### src/rtl/bus_gate_ctrl.sv
// Registered gated-source bus multiplexer. Checks that the gates are one-hot,
// resolves contention by lowest index, and reports ownership and conflict history.
module bus_gate_ctrl #(
   parameter int WIDTH       = 16,
   parameter int NUM_SRC     = 4,
   parameter int HOLD_IDLE   = 1,
   parameter int DEFAULT_SRC = 0,
   parameter int CNT_W       = 8
) (
   input  logic                       Clk,
   input  logic                       Reset,
   input  logic [NUM_SRC*WIDTH-1:0]   src_data,
   input  logic [NUM_SRC-1:0]         gate,
   input  logic                       clear_err,
   output logic [WIDTH-1:0]           Q,
   output logic                       bus_valid,
   output logic [$clog2(NUM_SRC)-1:0] owner,
   output logic                       handover,
   output logic                       conflict,
   output logic                       conflict_sticky,
   output logic [CNT_W-1:0]           conflict_count
);

   localparam int OW   = $clog2(NUM_SRC);
   localparam int PW   = $clog2(NUM_SRC + 1);
   localparam int DSRC = (DEFAULT_SRC < NUM_SRC) ? DEFAULT_SRC : 0;

   typedef enum logic [1:0] {
      CLS_IDLE     = 2'd0,
      CLS_DRIVE    = 2'd1,
      CLS_CONFLICT = 2'd2
   } cls_e;

   generate
      if (DEFAULT_SRC < 0 || DEFAULT_SRC >= NUM_SRC) begin : g_bad_default
         $error("bus_gate_ctrl: DEFAULT_SRC out of range");
      end
      if (NUM_SRC < 2 || NUM_SRC > 16) begin : g_bad_num_src
         $error("bus_gate_ctrl: NUM_SRC must be 2..16");
      end
   endgenerate

   logic [WIDTH-1:0] q_q, q_d;
   logic             valid_q, valid_d;
   logic [OW-1:0]    owner_q, owner_d;
   logic             ho_q, ho_d;
   logic             conf_q, conf_d;
   logic             sticky_q, sticky_d;
   logic [CNT_W-1:0] cnt_q, cnt_d;

   logic [PW-1:0]    n_hot_s;
   logic [OW-1:0]    low_idx_s;
   logic [WIDTH-1:0] sel_data_s;
   cls_e             cls_s;

   // Popcount of the gates and lowest asserted index (scanned high to low so the lowest wins).
   always_comb begin
      n_hot_s    = '0;
      low_idx_s  = '0;
      sel_data_s = '0;
      for (int i = NUM_SRC - 1; i >= 0; i--) begin
         if (gate[i]) begin
            n_hot_s    = n_hot_s + PW'(1);
            low_idx_s  = OW'(i);
            sel_data_s = src_data[i*WIDTH +: WIDTH];
         end else begin
            n_hot_s    = n_hot_s;
         end
      end
      if (n_hot_s == PW'(0)) begin
         cls_s = CLS_IDLE;
      end else if (n_hot_s == PW'(1)) begin
         cls_s = CLS_DRIVE;
      end else begin
         cls_s = CLS_CONFLICT;
      end
   end

   // Next-state: clear_err is applied first so a same-cycle conflict is recorded after it.
   always_comb begin
      q_d      = q_q;
      valid_d  = 1'b0;
      owner_d  = owner_q;
      ho_d     = 1'b0;
      conf_d   = 1'b0;
      sticky_d = sticky_q;
      cnt_d    = cnt_q;
      if (clear_err) begin
         sticky_d = 1'b0;
         cnt_d    = '0;
      end else begin
         sticky_d = sticky_q;
         cnt_d    = cnt_q;
      end
      case (cls_s)
         CLS_IDLE: begin
            if (HOLD_IDLE == 0) begin
               q_d     = src_data[DSRC*WIDTH +: WIDTH];
               owner_d = OW'(DSRC);
            end else begin
               q_d     = q_q;
               owner_d = owner_q;
            end
         end
         CLS_DRIVE, CLS_CONFLICT: begin
            q_d     = sel_data_s;
            owner_d = low_idx_s;
            valid_d = 1'b1;
            ho_d    = valid_q && (low_idx_s != owner_q);
            if (cls_s == CLS_CONFLICT) begin
               conf_d   = 1'b1;
               sticky_d = 1'b1;
               if (cnt_d != {CNT_W{1'b1}}) begin
                  cnt_d = cnt_d + CNT_W'(1);
               end else begin
                  cnt_d = cnt_d;
               end
            end else begin
               conf_d = 1'b0;
            end
         end
         default: begin
            q_d     = q_q;
            owner_d = owner_q;
         end
      endcase
   end

   // State registers with synchronous reset.
   always_ff @(posedge Clk) begin
      if (Reset) begin
         q_q      <= '0;
         valid_q  <= 1'b0;
         owner_q  <= '0;
         ho_q     <= 1'b0;
         conf_q   <= 1'b0;
         sticky_q <= 1'b0;
         cnt_q    <= '0;
      end else begin
         q_q      <= q_d;
         valid_q  <= valid_d;
         owner_q  <= owner_d;
         ho_q     <= ho_d;
         conf_q   <= conf_d;
         sticky_q <= sticky_d;
         cnt_q    <= cnt_d;
      end
   end

   assign Q               = q_q;
   assign bus_valid       = valid_q;
   assign owner           = owner_q;
   assign handover        = ho_q;
   assign conflict        = conf_q;
   assign conflict_sticky = sticky_q;
   assign conflict_count  = cnt_q;

endmodule

### config.mk
export PLATFORM = sky130hd
export DESIGN_NAME = bus_gate_ctrl
export DESIGN_NICKNAME = d
export VERILOG_FILES = /design/src/rtl/bus_gate_ctrl.sv
export SDC_FILE = /design/constraint.sdc
export NUM_CORES = 1
export LEC_CHECK = 0
export CAP_MARGIN = 20
export CORE_MARGIN = 8
export CORE_UTILIZATION = 37
export CTS_CLUSTER_DIAMETER = 40
export CTS_CLUSTER_SIZE = 14
export DETAILED_ROUTE_END_ITERATION = 10
export PLACE_DENSITY_LB_ADDON = 0.08
export SETUP_SLACK_MARGIN = 0.05
export SYNTH_ARGS = -nofsm -noshare
export SYNTH_HDL_FRONTEND = slang
export SYNTH_SLANG_ARGS = --single-unit
### constraint.sdc
create_clock -name Clk -period 2.9 [get_ports Clk]
set_input_delay 0.58 -clock Clk [delete_from_list [all_inputs] [get_ports Clk]]
set_output_delay 0.58 -clock Clk [all_outputs]
set_load 0.005 [all_outputs]
==> results of run 1 <==
registers in the layout (all words and copies together), names as in the netlist:
signal           cells
handover             1
owner                2
conflict_sticky      1
conflict             1
Q                   16
conflict_count       8
bus_valid            1
final timing paths:
path | endpoint | start | depth (start not counted)
worst max-delay path | Q[13] | gate[2] | 10
worst min register to register | conflict_sticky | conflict_sticky | 2
worst max register to register | conflict_count[7] | conflict_count[1] | 6
worst min-delay path | conflict_sticky | conflict_sticky | 2
cell families after synthesis:
logic type,Yosys count
adder cells (fa/ha/maj),6
AND/OR/NAND/NOR,53
AO/OA/AOI/OAI,100
flip-flops,30
buffers and inverters,42
XOR/XNOR,5
multiplexers,7
synth_stat cells, types with 2 or more instances:
cell	n
ha_1	6
mux2i_1	5
buf_2	4
a21oi_2	10
a21o_1	2
o21ai_0	2
a221o_1	15
xnor2_1	2
a21oi_1	28
nand3_1	8
clkbuf_1	14
nor3_1	4
nor4_1	4
xor2_1	2
nand3b_1	2
nor2b_1	5
o41ai_1	16
and2_1	2
nor2_1	13
dfxtp_1	30
inv_1	21
or3_1	3
a211oi_1	2
mux2_2	2
nand2_1	9
a22oi_1	16
cell type report:
class / count / share of cell area [%]
Tap cell: 72 / 2.73
Timing Repair Buffer: 120 / 35.7
Sequential cell: 30 / 18.2
Multi-Input combinational cell: 171 / 38.1
Clock inverter: 2 / 0.379
Inverter: 21 / 2.39
Clock buffer: 6 / 2.50
layer usage:
layer,track usage (%),routed length (um)
met4,5.92,89
met1,20.6,2980
met3,5.65,496
met5,0,0
met2,25.9,3050
power groups by stage:
stage / clock, mW / sequential [mW] / combinational (mW)
3_5_place_dp: 0 / 0.496 / 0.510
2_1_floorplan: 0 / 0.495 / 0.229
3_3_place_gp: 0 / 0.495 / 0.507
6_report: 0.350 / 0.486 / 0.507
4_1_cts: 0.361 / 0.487 / 0.512
5_1_grt: 0.377 / 0.492 / 0.555
worst reg2reg max path, delay by kind of cell (launching register included):
kind,cells,cell delay (ns)
compound gates,1,0.15
fa+ha+maj,1,0.25
flops,1,0.37
simple gates,4,1.06
==> key figures, run 1 <==
Logic synthesis
  – Multiplexer area fraction after synthesis: 3.61%
  – Compound-cell area share of the yosys netlist: 38.4%
  – Mapped Area: 2010 um^2
  – Number of synthesized flops with an enable pin: 0
  – Net count of the mapped netlist: 320
  – Synth warn: 0
  – Main synth FF type: dfxtp_1
  – Post-synthesis adder-cell area fraction: 3.73%
  – Ys async rst share: 0%
  – Post-Syn Area per Cell: 8.28 um^2
  – Synth cell types: 42
  – Synth Area in Simple Gates: 13.2%
  – Sequential area share after synthesis: 29.9%
  – Top cells by area, synth: dfxtp_1 (30%), a221o_1 (7.5%), a21oi_1 (7.0%)
  – Xor/xnor share of the synthesized area: 2.55%
  – Synth top area share: 29.9%
  – Mapped Cells: 243
  – Largest family of logic cells by synthesized area: compound AO/OA/AOI/OAI gates
  – Yosys reg bits: 30
  – Yosys top cell by area: dfxtp_1

Power and ir drop
  – Comb power frac: 37.8%
  – Net Sw Frac: 30.0%
  – Seq pwr share: 36.2%
  – Switching pwr: 403 uW
  – Clock power share: 26.0%
  – Leak: 1.29 nW
  – Pwr dens: 407 nW/um^2
  – VDD IR max: 0.198 mV
  – Internal: 940 uW
  – Total power: 1.34 mW

STA
  – Final count of hold timing violations: 0
  – Final min period: 2.66 ns
  – RSZ-0062 raised after global routing: true
  – Slew HR: 33.8%
  – Final setup fails: 0
  – Fin Setup TNS: 0 ns
  – Fmax: 0.376 GHz
  – Setup ws final: 0.240 ns
  – Crit share post-route: 91.7%
  – Hold slack: 0.464 ns
  – Slew Viols, Final: 0
  – Worst Tran Pin Value: 0.991 ns
  – Clk_skew: 0.00384 ns

Final layout
  – Area growth syn-to-layout: 63.9%
  – Layout cells sized above 1: 13.7%
  – Register area: 601 um^2
  – Fin util: 61.4%
  – Commonest non-fill, non-tap cells in the layout: clkdlybuf4s50_1 (100), dfxtp_1 (30), a21oi_1 (28)
  – Multi-input gate area: 1260 um^2
  – Non-Filler Instances: 422
  – Post-route cell area: 3300 um^2
  – Fin nets: 426
  – Antenna diodes: 0
  – FILL cells: 492
  – Most common cell after layout, fill and taps aside: clkdlybuf4s50_1

Detailed routing
  – Via count: 2233
  – Post-route ant nets: 0
  – Total Routed Length: 6620 um
  – Residual DRC: 0
  – DR WL/cell: 15.7 um
  – 1st-iter DRT viols: 85
  – Detailed Routing Iterations Pass 1: 4
  – Vias/cell: 5.29

Clock tree
  – CTS buffer count: 5
  – Post_cts resized: 0
  – CTS Hold Bufs: 0
  – Postcts setup bufs: 0
  – CTS tree: done
  – Sink Count: 30
  – Maximum clock path buffer count: 2
  – Clock Latency Late Sink: 0.28 ns
  – Root Buffer: clkbuf_8
  – H-Tree Depth: 2
  – Reg clk slew, reported paths: 0.06 ns

Worst setup path
  – WP data arrival: 2.87 ns
  – CP max stage delay: 0.47 ns
  – Cells along the critical path: clkdlybuf4s50_1 > inv_1 > ha_1 > xor2_2 > ha_1 > nand2_1 > o31ai_4 > or3_1 > buf_12 > a21oi_1
  – WS Path Type: input pin to flop
  – Most common cell on crit path: ha_1
  – Setup crit start kind: input pin
  – Crit path required time: 3.11 ns
  – Crit-path slowest cell: clkdlybuf4s50_1
  – R2r setup slk: 0.96 ns
  – CP Capture Type: flop
  – WP buf/inv: 3
  – Crit path max fanout: 16
  – Delay-heaviest family, CP: buffers and inverters

Floorplan
  – Die area: 8050 um^2
  – Row Count: 27
  – Die span in x: 89.7 um
  – Die height: 89.7 um
  – Core Box Area: 5370 um^2
  – Boundary Pins: 101
  – Starting Density: 37.5%

GRT
  – Initial antenna violation count: 0
  – First-pass GRT wire length: 11200 um
  – Vias in the first global route: 2258
  – Pin count of the biggest net entering global routing: 36
  – Tot GR Track Use: 16.6%
  – Total gr overflow: 0

Placement
  – Placed Instances: 414
  – Post-DP HPWL: 5370 um
  – Port bufs: 100
  – GP Congestion: 0.854
  – Area of placed instances: 3200 um^2
  – Worst slack at placement: -0.0706 ns

Worst hold path
  – Hold crit path type: flop to flop

Job
  – Max cap viols: 0

Status
  – Outcome: completed
(Power assumes the default switching activity.)
==> run 2: changes to the inputs <==
Settings changed: CORE_UTILIZATION 37 to 40.
Clock period 2.9 ns to 2.75 ns, I/O delays scaled along.
==> run 2 against run 1 <==
  * Largest power group unchanged
  * Via count up 1.2%
  * Critical path type unchanged
  * Clock skew about the same
  * Combinational power up 5.3%
==> key figures, run 2 (synthesis results as in run 1) <==
Status
  – Outcome: completed

GRT
  – Tot GR Track Use: 17.8%
  – Vias in the first global route: 2235
  – Pin count of the biggest net entering global routing: 34
  – First-pass GRT wire length: 10800 um
  – Total gr overflow: 0
  – Initial antenna violation count: 0

Power and ir drop
  – VDD IR max: 0.233 mV
  – Leak: 1.33 nW
  – Pwr dens: 443 nW/um^2

STA
  – RSZ-0062 raised after global routing: false
  – Final count of hold timing violations: 0
  – Worst Tran Pin Value: 0.974 ns
  – Setup ws final: 0.187 ns
  – Crit share post-route: 93.2%
  – Clk_skew: 0.00430 ns
  – Final setup fails: 0
  – Fmax: 0.390 GHz
  – Final min period: 2.56 ns
  – Slew HR: 34.9%
  – Slew Viols, Final: 0

Detailed routing
  – DR WL/cell: 15.6 um
  – Via count: 2260
  – Post-route ant nets: 0
  – Detailed Routing Iterations Pass 1: 4
  – 1st-iter DRT viols: 77
  – Vias/cell: 5.31
  – Total Routed Length: 6630 um
  – Residual DRC: 0

Floorplan
  – Die span in x: 86.9 um
  – Row Count: 26
  – Die height: 86.9 um
  – Boundary Pins: 101
  – Starting Density: 40.4%
  – Die area: 7560 um^2
  – Core Box Area: 4980 um^2

Clock tree
  – Post_cts resized: 0
  – Sink Count: 30
  – H-Tree Depth: 2
  – CTS Hold Bufs: 0
  – Postcts setup bufs: 0
  – CTS buffer count: 5
  – Maximum clock path buffer count: 2
  – CTS tree: done
  – Root Buffer: clkbuf_8
  – Reg clk slew, reported paths: 0.06 ns
  – Clock Latency Late Sink: 0.28 ns

Final layout
  – Most common cell after layout, fill and taps aside: clkdlybuf4s50_1
  – Non-Filler Instances: 426
  – Commonest non-fill, non-tap cells in the layout: clkdlybuf4s50_1 (99), dfxtp_1 (30), a21oi_1 (28)
  – Max reg flops: 16
  – Area growth syn-to-layout: 66.2%
  – Fin nets: 432
  – Antenna diodes: 0
  – Layout cells sized above 1: 15.7%

Worst setup path
  – Delay-heaviest family, CP: buffers and inverters
  – Worst R2R End: conflict_count[7]
  – CP max stage delay: 0.47 ns
  – Crit path required time: 2.91 ns
  – RR Startpoint: conflict_count[0]
  – Setup crit start kind: input pin
  – WP buf/inv: 3
  – Crit-path slowest cell: clkdlybuf4s50_1
  – Cells along the critical path: clkdlybuf4s50_1 > inv_1 > ha_4 > xor2_2 > ha_1 > nand2_2 > xor2_2 > buf_4 > o41ai_1 > a21oi_2
  – R2r setup slk: 0.85 ns
  – WS Path Type: input pin to flop
  – Crit path max fanout: 16
  – R2R cell count: 6
  – Most common cell on crit path: xor2_2
  – WP data arrival: 2.72 ns
  – CP Capture Type: flop

Worst hold path
  – Hold path start: conflict_sticky
  – Number of cells on the worst hold path: 2
  – Worst hold endpoint: conflict_sticky
  – Hold crit path type: flop to flop

Placement
  – Placed Instances: 418
  – Worst slack at placement: -0.154 ns
  – Post-DP HPWL: 5390 um
  – GP Congestion: 0.819
  – Port bufs: 100

Job
  – Max cap viols: 0
==> run 2: layer usage <==
| metal | GRT usage [%] | up-vias | wire [um] | share of wire (%) |
|---|---|---|---|---|
| li1 | - | 1146 | - | - |
| met1 | 21.7 | 1032 | 2800 | 42 |
| met2 | 28.5 | 76 | 3210 | 48 |
| met3 | 6.13 | 6 | 537 | 8.1 |
| met4 | 5.48 | 0 | 80 | 1.2 |
| met5 | 0 | - | 0 | 0 |
==> run 2: how the worst max path moves through the flow <==
stage	to	slack [ns]	from	cells past startpoint
after global placement	Q[13]	-0.10	gate[2]	10
final	Q[14]	0.19	gate[3]	10
after detailed placement	Q[10]	-0.15	gate[2]	10
after floorplan	Q[0]	0.09	gate[2]	12
after global routing	Q[6]	0.06	gate[3]	10
after CTS	Q[10]	0.12	gate[2]	10
==> run 2: per-stage QoR <==
stage	hold WS, ns	total power, mW	TNS, ns	utilization [%]	instance area, um^2
after floorplan	0.445	0.767	0	-	2060
after global placement	0.445	1.05	-1.80	65.0	3230
after detailed placement	0.450	1.06	-2.64	65.0	3230
after CTS	0.461	1.49	0	67.1	3340
after global routing	0.494	1.56	0	67.2	3340
final	0.463	1.48	0	67.2	3340
==> run 2: report_power, final <==
part	total, mW	switching (mW)	internal [mW]
Clock	0.435	0.169	0.266
Combinational	0.534	0.230	0.304
Sequential	0.512	0.0289	0.483
Total	1.48	0.428	1.05
==> run 2: layout make-up <==
type / instances / area, um^2
clock inverter: 3 / 40.0
tap: 70 / 87.6
multi-input combinational: 171 / 1270
fill: 414 / 1630
timing repair buffer: 126 / 1200
inverter: 21 / 78.8
clock buffer: 5 / 68.8
sequential: 30 / 601
==> run 2: worst register-to-register path, delay by kind of cell, from the launching register on <==
family / cells / cell delay, ns
AO/OA/AOI/OAI: 1 / 0.15
adder cells (fa/ha/maj): 1 / 0.22
flip-flops: 1 / 0.37
AND/OR/NAND/NOR: 4 / 1.06
